--- config.mk ---
export PLATFORM = sky130hd
export DESIGN_NAME = cam_rx_word_aligner
export DESIGN_NICKNAME = d
export VERILOG_FILES = /design/src/rtl/cam_rx_word_aligner_pkg.sv /design/src/rtl/cam_rx_lane_aligner.sv /design/src/rtl/cam_rx_word_aligner.sv
export SDC_FILE = /design/constraint.sdc
export NUM_CORES = 1
export LEC_CHECK = 0
export CAP_MARGIN = 20
export CORE_MARGIN = 3
export CORE_UTILIZATION = 58
export CTS_CLUSTER_DIAMETER = 200
export DETAILED_ROUTE_END_ITERATION = 10
export PLACE_DENSITY_LB_ADDON = 0.05
export SYNTH_ARGS = -nofsm -noshare
export SYNTH_HDL_FRONTEND = slang
export SYNTH_HIERARCHICAL = 1
export SYNTH_SLANG_ARGS = --single-unit
--- constraint.sdc ---
create_clock -name c -period 5.05 [get_ports c]
set_input_delay 0.505 -clock c [delete_from_list [all_inputs] [get_ports c]]
set_output_delay 0.505 -clock c [all_outputs]
set_load 0.01 [all_outputs]
--- src/rtl/cam_rx_word_aligner_pkg.sv ---
// Shared constants and lane state encoding for the camera LVDS word aligner.
// Imported by the lane FSM and the per-camera top.
package cam_rx_word_aligner_pkg;

  localparam int LANE_W = 8;
  localparam int SLIP_W = 5;

  localparam logic [LANE_W-1:0] DEF_TRAIN = 8'h3A;
  localparam int DEF_MATCH_COUNT = 16;
  localparam int DEF_SETTLE = 4;
  localparam int DEF_MAX_SLIPS = 16;

  typedef enum logic [2:0] {
    L_IDLE,
    L_CHECK,
    L_SLIP,
    L_SETTLE,
    L_LOCKED,
    L_FAIL
  } lane_st_e;

endpackage

--- src/rtl/cam_rx_lane_aligner.sv ---
// One lane of bitslip training: match counter, slip pulse, settle wait.
// Outputs are registered straight from the FSM.
import cam_rx_word_aligner_pkg::*;

module cam_rx_lane_aligner #(
  parameter logic [LANE_W-1:0] TRAIN = DEF_TRAIN,
  parameter int MATCH_COUNT = DEF_MATCH_COUNT,
  parameter int SETTLE = DEF_SETTLE,
  parameter int MAX_SLIPS = DEF_MAX_SLIPS
) (
  input  logic              c,
  input  logic              rst,
  input  logic              rx_locked,
  input  logic              start,
  input  logic [LANE_W-1:0] word,
  output logic              slip,
  output logic              locked,
  output logic              failed,
  output logic [SLIP_W-1:0] slip_cnt
);

  localparam int MW = $clog2(MATCH_COUNT + 1);
  localparam int TW = $clog2(SETTLE + 1);
  localparam logic [MW-1:0] MATCH_LAST = MW'(MATCH_COUNT - 1);
  localparam logic [TW-1:0] SETTLE_LAST = TW'(SETTLE - 1);
  localparam logic [SLIP_W-1:0] SLIP_LIMIT = SLIP_W'(MAX_SLIPS);

  lane_st_e state;
  logic [MW-1:0] match_cnt;
  logic [TW-1:0] settle_cnt;

  always_ff @(posedge c) begin
    if (rst || !rx_locked || start) begin
      state      <= (rst || !rx_locked) ? L_IDLE : L_CHECK;
      match_cnt  <= '0;
      settle_cnt <= '0;
      slip_cnt   <= '0;
      slip       <= 1'b0;
      locked     <= 1'b0;
      failed     <= 1'b0;
    end else begin
      slip <= 1'b0;
      unique case (state)
        L_CHECK: begin
          if (word == TRAIN) begin
            if (match_cnt == MATCH_LAST) begin
              state  <= L_LOCKED;
              locked <= 1'b1;
            end else begin
              match_cnt <= match_cnt + 1'b1;
            end
          end else begin
            match_cnt <= '0;
            if (slip_cnt == SLIP_LIMIT) begin
              state  <= L_FAIL;
              failed <= 1'b1;
            end else begin
              state <= L_SLIP;
              slip  <= 1'b1;
            end
          end
        end
        L_SLIP: begin
          if (slip_cnt != '1)
            slip_cnt <= slip_cnt + 1'b1;
          settle_cnt <= '0;
          state      <= L_SETTLE;
        end
        // deserializer output still reflects the old bit offset here
        L_SETTLE: begin
          if (settle_cnt == SETTLE_LAST)
            state <= L_CHECK;
          else
            settle_cnt <= settle_cnt + 1'b1;
        end
        default: ;
      endcase
    end
  end

endmodule

--- src/rtl/cam_rx_word_aligner.sv ---
// Per-camera word aligner: one training FSM per deserializer lane,
// plus registered all-locked / any-failed summary flags.
import cam_rx_word_aligner_pkg::*;

module cam_rx_word_aligner #(
  parameter int LANES = 5,
  parameter logic [LANE_W-1:0] TRAIN = DEF_TRAIN,
  parameter int MATCH_COUNT = DEF_MATCH_COUNT,
  parameter int SETTLE = DEF_SETTLE,
  parameter int MAX_SLIPS = DEF_MAX_SLIPS
) (
  input  logic                     c,
  input  logic                     rst,
  input  logic                     rx_locked,
  input  logic                     start,
  input  logic [LANE_W*LANES-1:0]  rxd,
  output logic [LANES-1:0]         rxd_align,
  output logic [LANES-1:0]         lane_aligned,
  output logic                     aligned,
  output logic                     fail,
  output logic [SLIP_W*LANES-1:0]  slip_count
);

  logic [LANES-1:0] lane_fail;

  for (genvar n = 0; n < LANES; n++) begin : g_lane
    cam_rx_lane_aligner #(
      .TRAIN       (TRAIN),
      .MATCH_COUNT (MATCH_COUNT),
      .SETTLE      (SETTLE),
      .MAX_SLIPS   (MAX_SLIPS)
    ) u_lane (
      .c         (c),
      .rst       (rst),
      .rx_locked (rx_locked),
      .start     (start),
      .word      (rxd[LANE_W*n +: LANE_W]),
      .slip      (rxd_align[n]),
      .locked    (lane_aligned[n]),
      .failed    (lane_fail[n]),
      .slip_cnt  (slip_count[SLIP_W*n +: SLIP_W])
    );
  end

  always_ff @(posedge c) begin
    if (rst) begin
      aligned <= 1'b0;
      fail    <= 1'b0;
    end else begin
      aligned <= &lane_aligned;
      fail    <= |lane_fail;
    end
  end

endmodule
==> flow_summary.toml, run 1 <==
[status]
run_status = "completed"

[final_layout]
final_area_um2 = 6100
final_nets = 709
n_antenna_cell = 0
multi_input_area_um2 = 2740
filler_cell_count = 616
regArea_um2 = 2090
final_common_cell = "nor2_1"
mostFrequentLayoutCells = "92 x nor2_1, 82 x dfxtp_1, 80 x clkdlybuf4s50_1, 50 x nand2_1, 35 x ha_1"
areaGrowthSynthToFinish_pct = 22.6
drive_gt1_frac = 0.0646
finalNonFillerCells = 740

[die]
ios = 81
dieArea_um2 = 9730
die_h_um = 98.7
die_w_um = 98.7
rows = 33
start_util = 0.603
core_area_um2 = 8260

[placement]
portBuffers = 80
dp_slack_ps = 2360
dp_hpwl_mm = 7.96
place_inst = 723
place.gp.congestion = 0.835
place_area_um2 = 5860

[global_routing]
grt_use_total = 0.230
grt_pass1_vias = 4250
antenna_found_initial = 0
grt_max_degree = 19
grt_pass1_wl_mm = 18.8
grt-ovfl-total = 0

[sta]
fmax_mhz = 424
slew_violations = 0
finalHoldViolCount = 0
skew_ps = 16.6
period_minus_slack_ps = 2360
worst_slack_ps = 2690
worst_pin_slew_ps = 1010
fin_setup_tns_ps = 0
holdWs_ps = 482
setup_viol_count_final = 0
grt_setup_unrepaired = "no"
timing.final.crit_share = 0.467
slew_headroom = 0.317

[cts]
cts.repair.resized = 0
postCtsHoldBufs = 0
clkSinkCount = 97
htree_num_levels = 3
cts_setup_buffers = 0
clkLatencyLatePin_ps = 370
clkTransAtPathRegs_ps = 90
cts_buffer_depth = 2
cts_buffers = 9
cts_tree = "done"
clockRootBuffer = "clkbuf_8"

[synthesis]
synth-seq-cells = 97
post_synth.cell_area_avg_um2 = 9.02
netlist_instances = 552
synth_edf_count = 15
synthArstFlopShare = 0
yosysUniqueCellTypes = 58
synth_warnings = 6
synth_area_um2 = 4980
synthFlopType = "dfxtp_1"
yosysSeqAreaShare = 0.420
syn_nets = 631

[setup_path]
cpPeakStageDelay_ps = 850
path_cells = "clkdlybuf4s50_1 > nor3b_1 > o41ai_1"
path_max_fanout = 15
path_delay_family = "simple AND/OR/NAND/NOR gates"
crit_required_ps = 5110
path_buf_inv = 1
cp-end-kind = "register"
crit_arrival_ps = 2410
critPathKind = "primary input to register"
cp-start-kind = "primary input"
reg2reg_setup_slack_ps = 2840
cp_slowest_cell = "nor3b_1"

[drt]
routed_wl_mm = 10.8
routedWlPerCell_um = 14.6
viasPerCell = 5.82
drt_drc_violations_left = 0
dr.pass1.iters = 5
ant_nets = 0
num_vias = 4310
drt_iter0_markers = 177

[run]
cap_violations = 0

[pwr]
leakage_uw = 0.00222
peakVddDrop_mv = 0.168
powerDensity_nw_per_um2 = 248

[worst_hold_path]
hp-class = "register to register"
## flip-flops by register name, indices dropped and copies added (netlist names)
signal and flops:
g_lane.u_lane/match_cnt 25, g_lane.u_lane/locked 5, aligned 1, g_lane.u_lane/failed 5
fail 1, g_lane.u_lane/state 15, g_lane.u_lane/settle_cnt 15, g_lane.u_lane/slip_cnt 25
g_lane.u_lane/slip 5
## cell usage after synthesis, types with 2 or more instances
cell       instances  area (um^2)
or4_4              3         33.8
dfxtp_1           82         1640
inv_1             26         97.6
mux2i_1           11          110
a21oi_1           18         90.1
or3b_2             4         35.0
and2_1             3         18.8
o21a_1             4         30.0
nand2_1           50          188
nor2b_1            4         25.0
nand4_1            6         37.5
nor3b_1            8         60.1
nor2_1            92          345
xnor2_1            5         43.8
ha_1              35          438
or4b_4             2         27.5
nand4b_1           6         52.6
nand4bb_1          3         33.8
clkbuf_1          13         48.8
or2_1              2         12.5
o21ai_0            4         20.0
nor4_1             6         37.5
a22oi_1           10         75.1
or3_1              9         56.3
o22ai_1            9         56.3
o32ai_1            3         26.3
nand3_1            9         45.0
and3b_1            4         35.0
xor2_1            10         87.6
nor3_1            19         95.1
nor4b_2            4         60.1
or4_1              4         30.0
edfxtp_1          15          450
a211oi_1           3         22.5
o41ai_1            6         52.6
and3_1            13         81.3
nand3b_1           4         30.0
nand2b_1          10         62.6
o31ai_1            2         15.0
a31oi_1           13         81.3
## per-layer routing
metal  vias up  track usage  share of wire
met3        14       0.0517          0.049
met5         -            0              0
met2       139        0.403           0.51
met1      2018        0.285           0.43
met4         0       0.0620          0.012
li1       2139            -              -
## tightest hold or removal path, cell delays in order (launching register included)
cell and delay, ps:
dfxtp_1 320, nand3_1 60, o41ai_1 60
## kinds of logic (layout without fill, tap and decap cells)
kind of cell    after synthesis  after routing  synth area share
xor+xnor                     15             15            0.0264
buf+inv                      40            123            0.0304
compound gates               78             78             0.105
flops                        97             97             0.420
mux                          11             11            0.0221
fa+ha+maj                    35             35            0.0880
simple gates                276            276             0.308
## final timing paths
kind,startpoint,to,cells after the start
setup reg to reg,g_lane[3].u_lane/match_cnt[0],g_lane[3].u_lane/state[0],5
hold / removal,g_lane[4].u_lane/match_cnt[4],g_lane[4].u_lane/match_cnt[4],2
hold reg to reg,g_lane[4].u_lane/match_cnt[4],g_lane[4].u_lane/match_cnt[4],2
setup / recovery,start,g_lane[1].u_lane/state[1],3
## final cells by class
class	instances	area share
multi-input cells	415	0.448
flip-flops and latches	97	0.343
repair buffers	81	0.132
clock buffers	12	0.0308
well taps	105	0.0215
inverters	26	0.0160
clock inverters	4	0.00861
## report_power, final
part	switching, uW	internal [uW]
Combinational	63.0	64.1
Clock	268	304
Sequential	17.3	794
## metrics by stage
stage,power [uW],utilization
final,1510,0.739
after global routing,1580,0.739
after CTS,1530,0.738
after detailed placement,954,0.709
after global placement,949,0.709
after floorplan,896,-
No activity file was read; power rests on OpenSTA's default activity.
==> inputs of run 2 (changes only) <==
--- a/config.mk
+++ b/config.mk
@@ -7,7 +7,7 @@
 export LEC_CHECK = 0
 export CAP_MARGIN = 20
 export CORE_MARGIN = 3
-export CORE_UTILIZATION = 58
+export CORE_UTILIZATION = 54
 export CTS_CLUSTER_DIAMETER = 200
 export DETAILED_ROUTE_END_ITERATION = 10
 export PLACE_DENSITY_LB_ADDON = 0.05
==> constraint.sdc (replaced) <==
create_clock -name c -period 2.4 [get_ports c]
set_input_delay 0.24 -clock c [delete_from_list [all_inputs] [get_ports c]]
set_output_delay 0.24 -clock c [all_outputs]
set_load 0.01 [all_outputs]
==> run 2 against run 1 <==
Compared with the run above: first-iteration DRC count up 21%; flip-flop and latch count unchanged; global-route usage down 2.0 points; worst hold slack worse by 6.8 ps; clock-buffer cell count down 2; setup slack worse by 2300 ps; design area up 1.5%; clock skew down 3.0 ps; cell count up 2.6%; combinational power up 120%; sequential power up 110%; non-clock buffer count up 16; largest power group unchanged.
==> flow_summary.toml, run 2 (synthesis results as in run 1) <==
[status]
run_status = "completed"

[die]
ios = 81
rows = 34
core_area_um2 = 8850
die_w_um = 102
start_util = 0.563
die_h_um = 102
dieArea_um2 = 10400

[pwr]
p_seq_frac = 0.555
powerDensity_nw_per_um2 = 496
switching_share = 0.246
switchingPower_uw = 756
p_int_uw = 2320
combinationalPowerShare = 0.091
leakage_uw = 0.00227
peakVddDrop_mv = 0.336
pwr-share-clk = 0.354

[placement]
dp_slack_ps = 167
place.gp.congestion = 0.868
place_area_um2 = 5990
dp_hpwl_mm = 7.89
portBuffers = 80

[setup_path]
path_max_fanout = 6
crit_top_cell = "ha_1"
critPathKind = "register to register"
cp_slowest_cell = "o41ai_1"
path_cells = "ha_1 > and3_1 > ha_1 > nor3_1 > o41ai_1"
cpPeakStageDelay_ps = 550
crit_required_ps = 2400
crit_arrival_ps = 2050
cp-start-kind = "register"
cp-end-kind = "register"

[drt]
drt_drc_violations_left = 0
dr.pass1.iters = 6
ant_nets = 0
routedWlPerCell_um = 13.7
routed_wl_mm = 10.4
num_vias = 4260
drt_iter0_markers = 215
viasPerCell = 5.61

[global_routing]
grt_pass1_wl_mm = 17.8
grt_use_total = 0.210
antenna_found_initial = 0
grt_pass1_vias = 4047
grt-ovfl-total = 0
grt_max_degree = 19

[sta]
skew_ps = 13.6
slew_violations = 0
finalHoldViolCount = 0
slew_headroom = 0.552
grt_setup_unrepaired = "no"
period_minus_slack_ps = 2050
fin_setup_tns_ps = 0
fmax_mhz = 488
worst_pin_slew_ps = 663
worst_slack_ps = 352
timing.final.crit_share = 0.853
holdWs_ps = 475
setup_viol_count_final = 0

[cts]
clkLatencyLatePin_ps = 370
cts.repair.resized = 0
postCtsHoldBufs = 0
clkSinkCount = 97
clkTransAtPathRegs_ps = 90
htree_num_levels = 3
cts_buffers = 9
cts_setup_buffers = 0
cts_tree = "done"
clockRootBuffer = "clkbuf_8"
cts_buffer_depth = 2

[final_layout]
regArea_um2 = 2090
drive_gt1_frac = 0.0860
mostFrequentLayoutCells = "92 x nor2_1, 82 x dfxtp_1, 80 x clkdlybuf4s50_1, 50 x nand2_1, 35 x ha_1"
final_nets = 725
multi_input_area_um2 = 2740
filler_cell_count = 701
final_common_cell = "nor2_1"
areaGrowthSynthToFinish_pct = 24.4
final_area_um2 = 6190
n_antenna_cell = 0
top_regs = "g_lane.u_lane/match_cnt: 25 flops, g_lane.u_lane/slip_cnt: 25 flops"

[run]
cap_violations = 0

[worst_hold_path]
hp-class = "register to register"
run 2: worst max-delay path: cells and delay by family, from the launching register on:
kind / cells / cell delay, ps
compound gates: 1 / 550
simple gates: 2 / 260
fa+ha+maj: 2 / 470
flops: 1 / 410
run 2: cell type report:
class                   count  area share
clock buffers              10      0.0206
inverters                  26      0.0158
flip-flops and latches     97       0.338
repair buffers             97       0.150
clock inverters             6      0.0121
multi-input cells         415       0.442
well taps                 108      0.0218
run 2: per-stage QoR:
step / util / total power, uW / instances
floorplan: - / 1890 / 552
global placement: 0.677 / 2020 / 743
detailed placement: 0.677 / 2020 / 743
CTS: 0.700 / 3100 / 759
global route: 0.700 / 3200 / 759
finish: 0.700 / 3070 / 759
run 2: final timing paths:
check,cells past startpoint,slack (ps),endpoint,start
worst min-delay path,1,480,g_lane[1].u_lane/failed,g_lane[1].u_lane/failed
worst max register to register,5,350,g_lane[4].u_lane/state[0],g_lane[4].u_lane/match_cnt[0]
worst max-delay path,5,350,g_lane[4].u_lane/state[0],g_lane[4].u_lane/match_cnt[0]
worst min register to register,1,480,g_lane[1].u_lane/failed,g_lane[1].u_lane/failed
run 2: per-layer routing:
metal,up-vias,part of all wire,global-route usage,wire (um)
li1,2164,-,-,-
met1,1990,0.45,0.263,4730
met5,-,0,0,0
met3,6,0.038,0.0451,398
met2,100,0.50,0.369,5200
met4,0,0.0075,0.0525,78
run 2: power by group through the flow:
stage	clock network (uW)	registers, uW	logic (uW)
5_1_grt	1180	1710	309
3_3_place_gp	0	1740	274
4_1_cts	1120	1700	280
3_5_place_dp	0	1740	279
6_report	1090	1710	280
2_1_floorplan	0	1730	159
